## src/rtl/rgmii_pkg.sv

```systemverilog
// Shared types for the RGMII clock/reset sequencer: FSM state encoding and output decode.
package rgmii_pkg;

    localparam int unsigned SYNC_STAGES = 2;

    typedef enum logic [2:0] {
        PLL_RST,
        WAIT_LOCK,
        PHY_RST,
        PHY_WAIT,
        RUN,
        FAULT
    } rgmii_seq_state_e;

    typedef struct packed {
        logic pll_rst;
        logic phy_rst_n;
        logic tx_rst;
        logic ready;
    } rgmii_seq_out_t;

    // Output levels held while the sequencer sits in a given state.
    function automatic rgmii_seq_out_t seq_decode(input rgmii_seq_state_e s);
        rgmii_seq_out_t o;
        o = '{pll_rst: 1'b0, phy_rst_n: 1'b0, tx_rst: 1'b1, ready: 1'b0};
        case (s)
            PLL_RST:            o.pll_rst = 1'b1;
            WAIT_LOCK, PHY_RST: o.pll_rst = 1'b0;
            PHY_WAIT:           o.phy_rst_n = 1'b1;
            RUN: begin
                o.phy_rst_n = 1'b1;
                o.tx_rst    = 1'b0;
                o.ready     = 1'b1;
            end
            FAULT:              o.pll_rst = 1'b1;
            default:            o.pll_rst = 1'b1;
        endcase
        return o;
    endfunction

endpackage

```

## src/rtl/rgmii_sync_bit.sv

```systemverilog
// N-flop single-bit synchronizer with a synchronous reset value (STAGES must be >= 2).
module rgmii_sync_bit #(
    parameter int unsigned STAGES  = 2,
    parameter logic        RST_VAL = 1'b0
) (
    input  logic clk,
    input  logic rst,
    input  logic d,
    output logic q
);

    logic [STAGES-1:0] sync_q;

    always_ff @(posedge clk) begin
        if (rst) begin
            sync_q <= {STAGES{RST_VAL}};
        end else begin
            sync_q <= {sync_q[STAGES-2:0], d};
        end
    end

    assign q = sync_q[STAGES-1];

endmodule

```

## src/rtl/rgmii_clk_rst_seq.sv

```systemverilog
// PLL / PHY / RGMII-TX reset sequencer on the 70 MHz reference clock.
// Optional retry limit and sticky FAULT state: define RGMII_CLK_RST_SEQ_FAULT_EN.
module rgmii_clk_rst_seq
    import rgmii_pkg::*;
#(
    parameter int unsigned PLL_RST_CYCLES      = 70,
    parameter int unsigned LOCK_STABLE_CYCLES  = 700,
    parameter int unsigned LOCK_TIMEOUT_CYCLES = 70000,
    parameter int unsigned PHY_RST_CYCLES      = 700000,
    parameter int unsigned PHY_WAIT_CYCLES     = 7000,
    parameter int unsigned MAX_RETRIES         = 8
) (
    input  logic clk_70mhz,
    input  logic rst,
    input  logic pll_lock,
    output logic pll_rst,
    output logic phy_rst_n,
    output logic tx_rst,
    output logic ready,
    output logic fault
);

    localparam int unsigned DWELL_MAX_A = (PLL_RST_CYCLES > PHY_RST_CYCLES) ? PLL_RST_CYCLES : PHY_RST_CYCLES;
    localparam int unsigned DWELL_MAX   = (DWELL_MAX_A > PHY_WAIT_CYCLES) ? DWELL_MAX_A : PHY_WAIT_CYCLES;
    localparam int unsigned DWELL_W     = $clog2(DWELL_MAX) + 1;
    localparam int unsigned STABLE_W    = $clog2(LOCK_STABLE_CYCLES) + 1;
    localparam int unsigned TMO_W       = $clog2(LOCK_TIMEOUT_CYCLES) + 1;

    if (PLL_RST_CYCLES == 0 || LOCK_STABLE_CYCLES == 0 || LOCK_TIMEOUT_CYCLES == 0 ||
        PHY_RST_CYCLES == 0 || PHY_WAIT_CYCLES == 0 || MAX_RETRIES == 0) begin : g_bad_param
        $error("rgmii_clk_rst_seq: cycle counts and MAX_RETRIES must be nonzero");
    end

    rgmii_seq_state_e      state_q, state_d;
    logic [DWELL_W-1:0]    dwell_q, dwell_d;
    logic [STABLE_W-1:0]   stable_q, stable_d;
    logic [TMO_W-1:0]      tmo_q, tmo_d;
    rgmii_seq_out_t        out_q;
    logic                  lock_s;

`ifdef RGMII_CLK_RST_SEQ_FAULT_EN
    localparam int unsigned RETRY_W = $clog2(MAX_RETRIES) + 1;
    logic [RETRY_W-1:0]    retry_q, retry_d;
    logic                  fault_q;
`endif

    rgmii_sync_bit #(
        .STAGES  (SYNC_STAGES),
        .RST_VAL (1'b0)
    ) u_lock_sync (
        .clk (clk_70mhz),
        .rst (rst),
        .d   (pll_lock),
        .q   (lock_s)
    );

    // State, counters and outputs; outputs carry the decode of the next state.
    always_ff @(posedge clk_70mhz) begin
        if (rst) begin
            state_q  <= PLL_RST;
            dwell_q  <= '0;
            stable_q <= '0;
            tmo_q    <= '0;
            out_q    <= seq_decode(PLL_RST);
`ifdef RGMII_CLK_RST_SEQ_FAULT_EN
            retry_q  <= '0;
            fault_q  <= 1'b0;
`endif
        end else begin
            state_q  <= state_d;
            dwell_q  <= dwell_d;
            stable_q <= stable_d;
            tmo_q    <= tmo_d;
            out_q    <= seq_decode(state_d);
`ifdef RGMII_CLK_RST_SEQ_FAULT_EN
            retry_q  <= retry_d;
            fault_q  <= (state_d == FAULT);
`endif
        end
    end

    always_comb begin
        state_d  = state_q;
        dwell_d  = dwell_q;
        stable_d = stable_q;
        tmo_d    = tmo_q;
`ifdef RGMII_CLK_RST_SEQ_FAULT_EN
        retry_d  = retry_q;
`endif
        case (state_q)
            PLL_RST: begin
                stable_d = '0;
                tmo_d    = '0;
                if (dwell_q == DWELL_W'(PLL_RST_CYCLES - 1)) state_d = WAIT_LOCK;
                else                                          dwell_d = dwell_q + 1'b1;
            end
            WAIT_LOCK: begin
                if (!lock_s)                                          stable_d = '0;
                else if (stable_q != STABLE_W'(LOCK_STABLE_CYCLES))   stable_d = stable_q + 1'b1;
                if (tmo_q != TMO_W'(LOCK_TIMEOUT_CYCLES))             tmo_d = tmo_q + 1'b1;
                // A stable lock completing on the timeout cycle takes priority.
                if (stable_d == STABLE_W'(LOCK_STABLE_CYCLES)) begin
                    state_d = PHY_RST;
                end else if (tmo_d == TMO_W'(LOCK_TIMEOUT_CYCLES)) begin
`ifdef RGMII_CLK_RST_SEQ_FAULT_EN
                    if (retry_q == RETRY_W'(MAX_RETRIES - 1)) begin
                        state_d = FAULT;
                    end else begin
                        state_d = PLL_RST;
                        retry_d = retry_q + 1'b1;
                    end
`else
                    state_d = PLL_RST;
`endif
                end
            end
            PHY_RST: begin
                if (!lock_s)                                          state_d = PLL_RST;
                else if (dwell_q == DWELL_W'(PHY_RST_CYCLES - 1))     state_d = PHY_WAIT;
                else                                                  dwell_d = dwell_q + 1'b1;
            end
            PHY_WAIT: begin
                if (!lock_s) begin
                    state_d = PLL_RST;
                end else if (dwell_q == DWELL_W'(PHY_WAIT_CYCLES - 1)) begin
                    state_d = RUN;
`ifdef RGMII_CLK_RST_SEQ_FAULT_EN
                    retry_d = '0;
`endif
                end else begin
                    dwell_d = dwell_q + 1'b1;
                end
            end
            RUN: begin
                if (!lock_s) state_d = PLL_RST;
            end
`ifdef RGMII_CLK_RST_SEQ_FAULT_EN
            FAULT:   state_d = FAULT;
`endif
            default: state_d = PLL_RST;
        endcase
        if (state_d != state_q) dwell_d = '0;
    end

    assign pll_rst   = out_q.pll_rst;
    assign phy_rst_n = out_q.phy_rst_n;
    assign tx_rst    = out_q.tx_rst;
    assign ready     = out_q.ready;
`ifdef RGMII_CLK_RST_SEQ_FAULT_EN
    assign fault     = fault_q;
`else
    assign fault     = 1'b0;
`endif

endmodule

```

## config.mk

```make
export PLATFORM = sky130hd
export DESIGN_NAME = rgmii_clk_rst_seq
export DESIGN_NICKNAME = d
export VERILOG_FILES = /design/src/rtl/rgmii_pkg.sv /design/src/rtl/rgmii_sync_bit.sv /design/src/rtl/rgmii_clk_rst_seq.sv
export SDC_FILE = /design/constraint.sdc
export NUM_CORES = 1
export LEC_CHECK = 0
export BUFFER_PORTS_ARGS = -buffer_cell sky130_fd_sc_hd__buf_4
export CAP_MARGIN = 5
export CORE_MARGIN = 2
export CORE_UTILIZATION = 65
export CTS_BUF_LIST = sky130_fd_sc_hd__clkbuf_4 sky130_fd_sc_hd__clkbuf_8
export DETAILED_ROUTE_END_ITERATION = 12
export PLACE_DENSITY = 0.82
export SETUP_SLACK_MARGIN = 0.05
export SYNTH_ARGS = -nofsm -noshare
export SYNTH_HDL_FRONTEND = slang
export SYNTH_HIERARCHICAL = 1
export SYNTH_SLANG_ARGS = --single-unit
```

## constraint.sdc

```tcl
create_clock -name clk_70mhz -period 2.75 [get_ports clk_70mhz]
set_input_delay 0.4125 -clock clk_70mhz [delete_from_list [all_inputs] [get_ports clk_70mhz]]
set_output_delay 0.4125 -clock clk_70mhz [all_outputs]
set_load 0.03 [all_outputs]
```

== After elaboration in Yosys (flattened, before gate mapping) ==
Cells that the tools add are included.

* Muxes and demuxes: 25
* $add $sub $neg: 3
* Reductions and logical operators: 7
* Equal/unequal tests: 21

{| class="wikitable"
|+ Operator list
! cell !! count
|-
| $mux W21 || 5
|-
| $pmux W21 S3 || 1
|-
| $mux W18 || 2
|-
| $pmux W18 S2 || 1
|-
| $mux W11 || 3
|-
| $mux W3 || 8
|-
| $pmux W11 S2 || 1
|-
| $add A21 B1 Y21 const B || 1
|-
| $eq A21 B13 Y1 const B || 1
|-
| $eq A21 B20 Y1 const B || 1
|-
| $eq A21 B7 Y1 const B || 1
|-
| $add A18 B1 Y18 const B || 1
|-
| $eq A18 B17 Y1 const B || 1
|-
| $ne A18 B17 Y1 const B || 1
|-
| $pmux W3 S5 || 1
|-
| $eq A3 B2 Y1 const B || 4
|-
| $add A11 B1 Y11 const B || 1
|-
| $eq A11 B10 Y1 const B || 1
|-
| $ne A11 B10 Y1 const B || 1
|-
| $eq A3 B1 Y1 const B || 2
|-
| $eq A3 B3 Y1 const B || 2
|-
| $ne A2 B2 Y1 const B || 3
|-
| $reduce_and A6 Y1 || 1
|-
| $ne A2 B1 Y1 const B || 2
|-
| 8 further kinds || 10
|}

* Output and inout bits: 5
* Logic and storage cells: 65
* Input port bits: 3
* Bits in registers: 59

== Logic depth before layout (Yosys ltp) ==
* Word-level depth: 10
* Depth in mapped cells: 11
* Depth with buffers taken out: 10

== By module ==
The synthesis kept the hierarchy.

{| class="wikitable"
|+ By module, submodules not included
! module !! seq. area each (sq um) !! cells each !! area an instance (sq um) !! instances
|-
| rgmii_clk_rst_seq || 1141.1 || 465 || 3653.5 || 1
|-
| rgmii_sync_bit || 40.0 || 4 || 52.6 || 1
|}

== Worst setup path before layout ==
No wires, ideal clock.

* Kind: reg-to-reg
* Start: register stable_q[1]
* End: register dwell_q[17]
* Path buffers: 2
* Data required time: 2.628 ns
* Stages on the path, launching flop included: 12
* Setup time: 0.122 ns
* Clock period less this slack: 2.278 ns
* Setup slack: 0.472 ns
* Data arrival time: 2.156 ns
* Path through: dfxtp_1 > ha_1 > and3_1 > buf_4 > a31oi_1 > a31o_1 > a2111oi_1 > and4b_1 > nor2_1 > nand3_2 > buf_4 > a21oi_1

* Longest elaborated chain between the ends: 9
* Elaborated cells on any way between the ends: 10
* Classes of those cells: 1 x add/sub; 3 x eq/ne; 5 x mux; 1 x reduce/logical

{| class="wikitable"
|+ RTL lines
! element !! line !! source
|-
| start: declaration || rgmii_clk_rst_seq.sv:36 || <nowiki>logic [STABLE_W-1:0] stable_q, stable_d;</nowiki>
|-
| start signal: assignment || rgmii_clk_rst_seq.sv:72 || <nowiki>stable_q <= stable_d;</nowiki>
|-
| $add A11 B1 Y11 / $ne A11 B10 Y1 (equally long branches) || rgmii_clk_rst_seq.sv:99 || <nowiki>else if (stable_q != STABLE_W'(LOCK_STABLE_CYCLES)) stable_d = stable_q + 1'b1;</nowiki>
|-
| $mux W11 * || rgmii_clk_rst_seq.sv:99 ||
|-
| $mux W11 * || rgmii_clk_rst_seq.sv:98 || <nowiki>if (!lock_s) stable_d = '0;</nowiki>
|-
| $mux W11 * || rgmii_clk_rst_seq.sv:90 || <nowiki>case (state_q)</nowiki>
|-
| $eq A11 B10 Y1 * || rgmii_clk_rst_seq.sv:102 || <nowiki>if (stable_d == STABLE_W'(LOCK_STABLE_CYCLES)) begin</nowiki>
|-
| $mux W3 * || rgmii_clk_rst_seq.sv:102 ||
|-
| $pmux W3 S5 * || rgmii_clk_rst_seq.sv:90 ||
|-
| $ne A3 B3 Y1 * || rgmii_clk_rst_seq.sv:142 || <nowiki>if (state_d != state_q) dwell_d = '0;</nowiki>
|-
| $reduce_or A2 Y1 (no line) * || -- ||
|-
| end signal: assignment || rgmii_clk_rst_seq.sv:71 || <nowiki>dwell_q <= dwell_d;</nowiki>
|-
| end: declaration || rgmii_clk_rst_seq.sv:35 || <nowiki>logic [DWELL_W-1:0] dwell_q, dwell_d;</nowiki>
|}

Mark *: on every way between the ends. The rest lies on a longest branch, timed or not. The select of a mux whose other input is x is not followed.
A chain may end at the register's enable or synchronous reset.

== Worst setup path in the final report ==
* Start: register dwell_q[0]
* End: register dwell_q[9]

* Longest elaborated chain between the ends: 6
* Elaborated cells on any way between the ends: 22
* Classes of those cells: 1 x add/sub; 7 x eq/ne; 12 x mux; 2 x reduce/logical

{| class="wikitable"
|+ RTL lines
! element
|-
| branches (longest 6 deep; another with $add A21 B1 Y21)
|}

Several ways; the timed one is not identified. The select of a mux whose other input is x is not followed.

==> metrics.log <==
[metrics] max-cap check violation count: 0
[metrics] number of vias per cell: between 6 and 7
[metrics] peak per-stage delay on the critical path: between 0.5 and 0.6 ns
[metrics] WS Path Type: flip-flop to flip-flop
[metrics] library cells used by synthesis: 63
[metrics] aggregate global-route resource usage: approximately 28%
[metrics] post-synthesis instance area: about 3700 um2
[metrics] final-report max-slew violation count: 0
[metrics] estimated wirelength of the detail-placed design: 5418 um
[metrics] core occupancy in the finished layout: 71.35%
[metrics] number of global-route vias before repair: around 3000
[metrics] number of antenna diodes: 0
[metrics] Inst Count DP: 520
[metrics] number of DRC violations after detailed-routing iteration 0: between 200 and 250
[metrics] worst-case clock skew: 0.008309 ns
[metrics] Max H-tree Level: 3
[metrics] non-filler cells in the finished layout: 535
[metrics] endpoint arrival time on the critical path: 2.74 ns
[metrics] initial antenna violation count: 0
[metrics] number of hold violations in the final report: 0
[metrics] CP cell instances: ha_1 > nand4_1 > o41ai_4 > a2111oi_4 > and4_1 > nand3_1 > xor2_1 > a21oi_1
[metrics] insertion delay of the later-clocked pin in the worst-skew pair: ~0.35 ns
[metrics] final-layout setup total negative slack: 0 ns
[metrics] proportion of synthesized chip area in sequential cells: between 30% and 40%
[metrics] proportion of register bits with asynchronous set or reset after synthesis: 0%
[metrics] kind of end point of the critical path: flip-flop
[metrics] layout net count: 468
[metrics] starting density of the core: approximately two thirds
[metrics] highest clock frequency the design can meet: about 400 MHz
[metrics] count of fill cells added during filler insertion: around 470
[metrics] Cell Pwr Density: between 400 and 500 nW/um2
[metrics] Hold/Removal Path Class: input port to flip-flop
[metrics] mean cell area of the mapped netlist: approximately 7.9 um2
[metrics] main combinational cell family by area after synthesis: simple AND/OR/NAND/NOR gates
[metrics] Post-synth top flop: dfxtp_1
[metrics] max_slew headroom: between 50% and 60%
[metrics] FF+latch count, synth: just under 60
[metrics] detailed-route wire length per cell: 15.38 um
[metrics] Die ar.: between 6000 and 7000 um2
[metrics] RSZ-0062 raised after global routing: false
[metrics] die width: 79.51 um
[metrics] largest net degree at the start of global routing: 38
[metrics] clock slew at reported path FFs: around 0.060 ns
[metrics] transition time of the tightest slew-check pin: 0.6064 ns
[metrics] post-CTS setup buffers: 0
[metrics] hold buffers post-CTS: 0
[metrics] maximum ir drop on the vdd rail: around 0.32 mV
[metrics] fraction of power consumed by combinational cells: under 10%
[metrics] first-pass detailed-route iteration total: 4
[metrics] layout-stage area growth over the synthesis result: 6.010%
[metrics] standard cell core area: approximately 5500 um2
[metrics] Root Driver: clkbuf_8
[metrics] mux share of post-synthesis cell area: less than 1%
[metrics] minimum clock period: roughly 2.5 ns
[metrics] Synth warnings: 6
[metrics] share of layout cells above drive strength 1: between 10% and 20%
[metrics] maximum buffer depth of the clock tree: 2
[metrics] grt ovf: 0
[metrics] Simple-Gate Fraction of Synth Area: about a third
[metrics] share of power burned in the clock network: a little under half
[metrics] DR DRC count: 0
[metrics] Static Leak: roughly 1.4 nW
[metrics] internal power component: 0.001356 W
[metrics] wire length of the first global-routing pass: roughly 14000 um
[metrics] top-level I/O count: 8
[metrics] share of the clock period used by the worst path: about nine tenths
[metrics] GPL Wtd Cong: between 0.9 and 1
[metrics] run status: finished, final reports clean
[metrics] number of setup violations in the final report: 0
[metrics] Net Sw Frac: 21.73%
[metrics] slowest stage cell on the critical path: a2111oi_4
[metrics] kind of launch point of the worst setup path: flip-flop
[metrics] syn_nets: roughly 480
[metrics] power dissipated by switching net loads: around 0.00038 W
[metrics] number of enable flip-flop cells after synthesis: 0
[metrics] total clock buffers created by CTS: 9
[metrics] number of nets with antenna violations after routing: 0
[metrics] final wirelength: just over 8000 um
[metrics] Die Height: just under 80 um
[metrics] share of synthesized cell area in full adder, half adder and majority cells: under 10%
[metrics] share of power burned in registers: 50.0%
[metrics] total of buffers placed on input and output ports: 6
[metrics] detailed-route via count: 3370
[metrics] synthesized-area fraction occupied by xor and xnor cells: roughly 7.1%
[metrics] CTS tree: yes
[metrics] Synth Instances: around 470
[metrics] critical-path maximum fanout: 9
[metrics] CP required: slightly above 3 ns
[metrics] compound-gate portion of the synthesized area: between 10% and 20%
[metrics] total of cells resized after clock tree synthesis: 0
[metrics] cell row count: 27
[metrics] clock tree sinks: between 50 and 60
-- cells by family (layout without fill, tap and decap cells) --
logic type,Yosys count,after routing
XOR/XNOR,30,30
AND/OR/NAND/NOR,215,215
multiplexers,3,3
buffers and inverters,50,44
flip-flops,59,59
AO/OA/AOI/OAI,105,105
other,1,1
adder cells (fa/ha/maj),6,6
-- path summary, 6_finish.rpt --
kind,endpoint,cells after the start,slack [ns],from
worst max register to register,dwell_q[9],8,0.28,dwell_q[0]
worst min register to register,u_lock_sync/sync_q[1],1,0.45,u_lock_sync/sync_q[0]
worst min-delay path,u_lock_sync/sync_q[0],2,0.32,pll_lock
worst max-delay path,dwell_q[9],8,0.28,dwell_q[0]
-- cells in the final DEF, fill, tap and decap left out, types with 3 or more instances in the layout --
master    instances
nor2b_1           4
xnor2_1           9
a21o_1            3
a31oi_1          11
nor4_1            4
a22oi_1           6
a21oi_2          14
o21ai_0          16
and3_1            9
xor2_1           21
clkbuf_8         11
and4_1            8
nor2_1           43
nand2_1          52
nand3_1          19
buf_4            10
nand4_1          15
nand3_2           4
nor3_1           24
dfxtp_1          57
a21oi_1          37
or3_1             5
mux2i_1           3
o21ai_1           3
ha_1              5
inv_1            17
-- synth_stat cells (10+ instances only) --
| library cell | number | share of area [%] |
|---|---|---|
| dfxtp_1 | 59 | 32 |
| a21oi_2 | 14 | 3.3 |
| nand4_1 | 15 | 2.5 |
| xor2_1 | 21 | 5.0 |
| buf_2 | 10 | 1.4 |
| nand2_1 | 52 | 5.3 |
| inv_1 | 17 | 1.7 |
| nor3_1 | 24 | 3.2 |
| a31oi_1 | 11 | 1.9 |
| clkbuf_1 | 13 | 1.3 |
| nor2_1 | 43 | 4.4 |
| a21oi_1 | 37 | 5.0 |
| nand3_1 | 19 | 2.6 |
| o21ai_0 | 16 | 2.2 |
-- sequential cells by signal, summed over array words and instances, names as in the netlist --
signal              count
dwell_q                21
u_lock_sync/sync_q      2
ready                   1
pll_rst                 1
tmo_q                  18
phy_rst_n               1
tx_rst                  1
state_q                 3
stable_q               11
-- per-stage QoR --
| step | setup slack, ns | area [um2] | hold WS (ns) | total power (W) |
|---|---|---|---|---|
| global route | 0.07706 | 3929 | 0.3478 | 0.001793 |
| finish | 0.2774 | 3929 | 0.3222 | 0.001732 |
| detailed placement | 0.2653 | 3722 | 0.4448 | 0.0009233 |
| CTS | 0.2583 | 3924 | 0.3186 | 0.001742 |
| global placement | 0.3579 | 3722 | 0.4357 | 0.0009229 |
| floorplan | 0.4720 | 3706 | 0.4138 | 0.0009164 |
-- power by group through the flow --
| stage | clock network [W] | logic, W | registers [W] |
|---|---|---|---|
| after global routing | 0.000883 | 0.0000442 | 0.000865 |
| after global placement | 0 | 0.0000388 | 0.000884 |
| after detailed placement | 0 | 0.0000391 | 0.000884 |
| after CTS | 0.000838 | 0.0000397 | 0.000865 |
| final | 0.000827 | 0.0000396 | 0.000865 |
| after floorplan | 0 | 0.0000344 | 0.000882 |
-- routing by layer --
metal,vias to the layer above,global-route usage [%],routed length [um]
met5,-,0,0
met4,0,11.03,133
met3,11,5.656,367
met2,98,45.29,4029
met1,1616,35.37,3698
li1,1645,-,-
-- layout make-up --
class / count / area (um2) / area share [%]
sequential: 59 / 1184 / 30.13
clock inverter: 2 / 35.03 / 0.8917
timing repair buffer: 12 / 115.1 / 2.930
multi-input combinational: 360 / 2275 / 57.90
clock buffer: 13 / 166.4 / 4.236
inverter: 17 / 63.81 / 1.624
tap: 72 / 90.09 / 2.293
-- worst max-delay path: cells and delay by family, from the launching register on --
kind	cells	cell delay (ns)
flip-flops	1	0.35
AO/OA/AOI/OAI	3	0.79
XOR/XNOR	1	0.16
AND/OR/NAND/NOR	3	0.87
adder cells (fa/ha/maj)	1	0.24
Note: power is estimated with default switching activity, not from simulation.
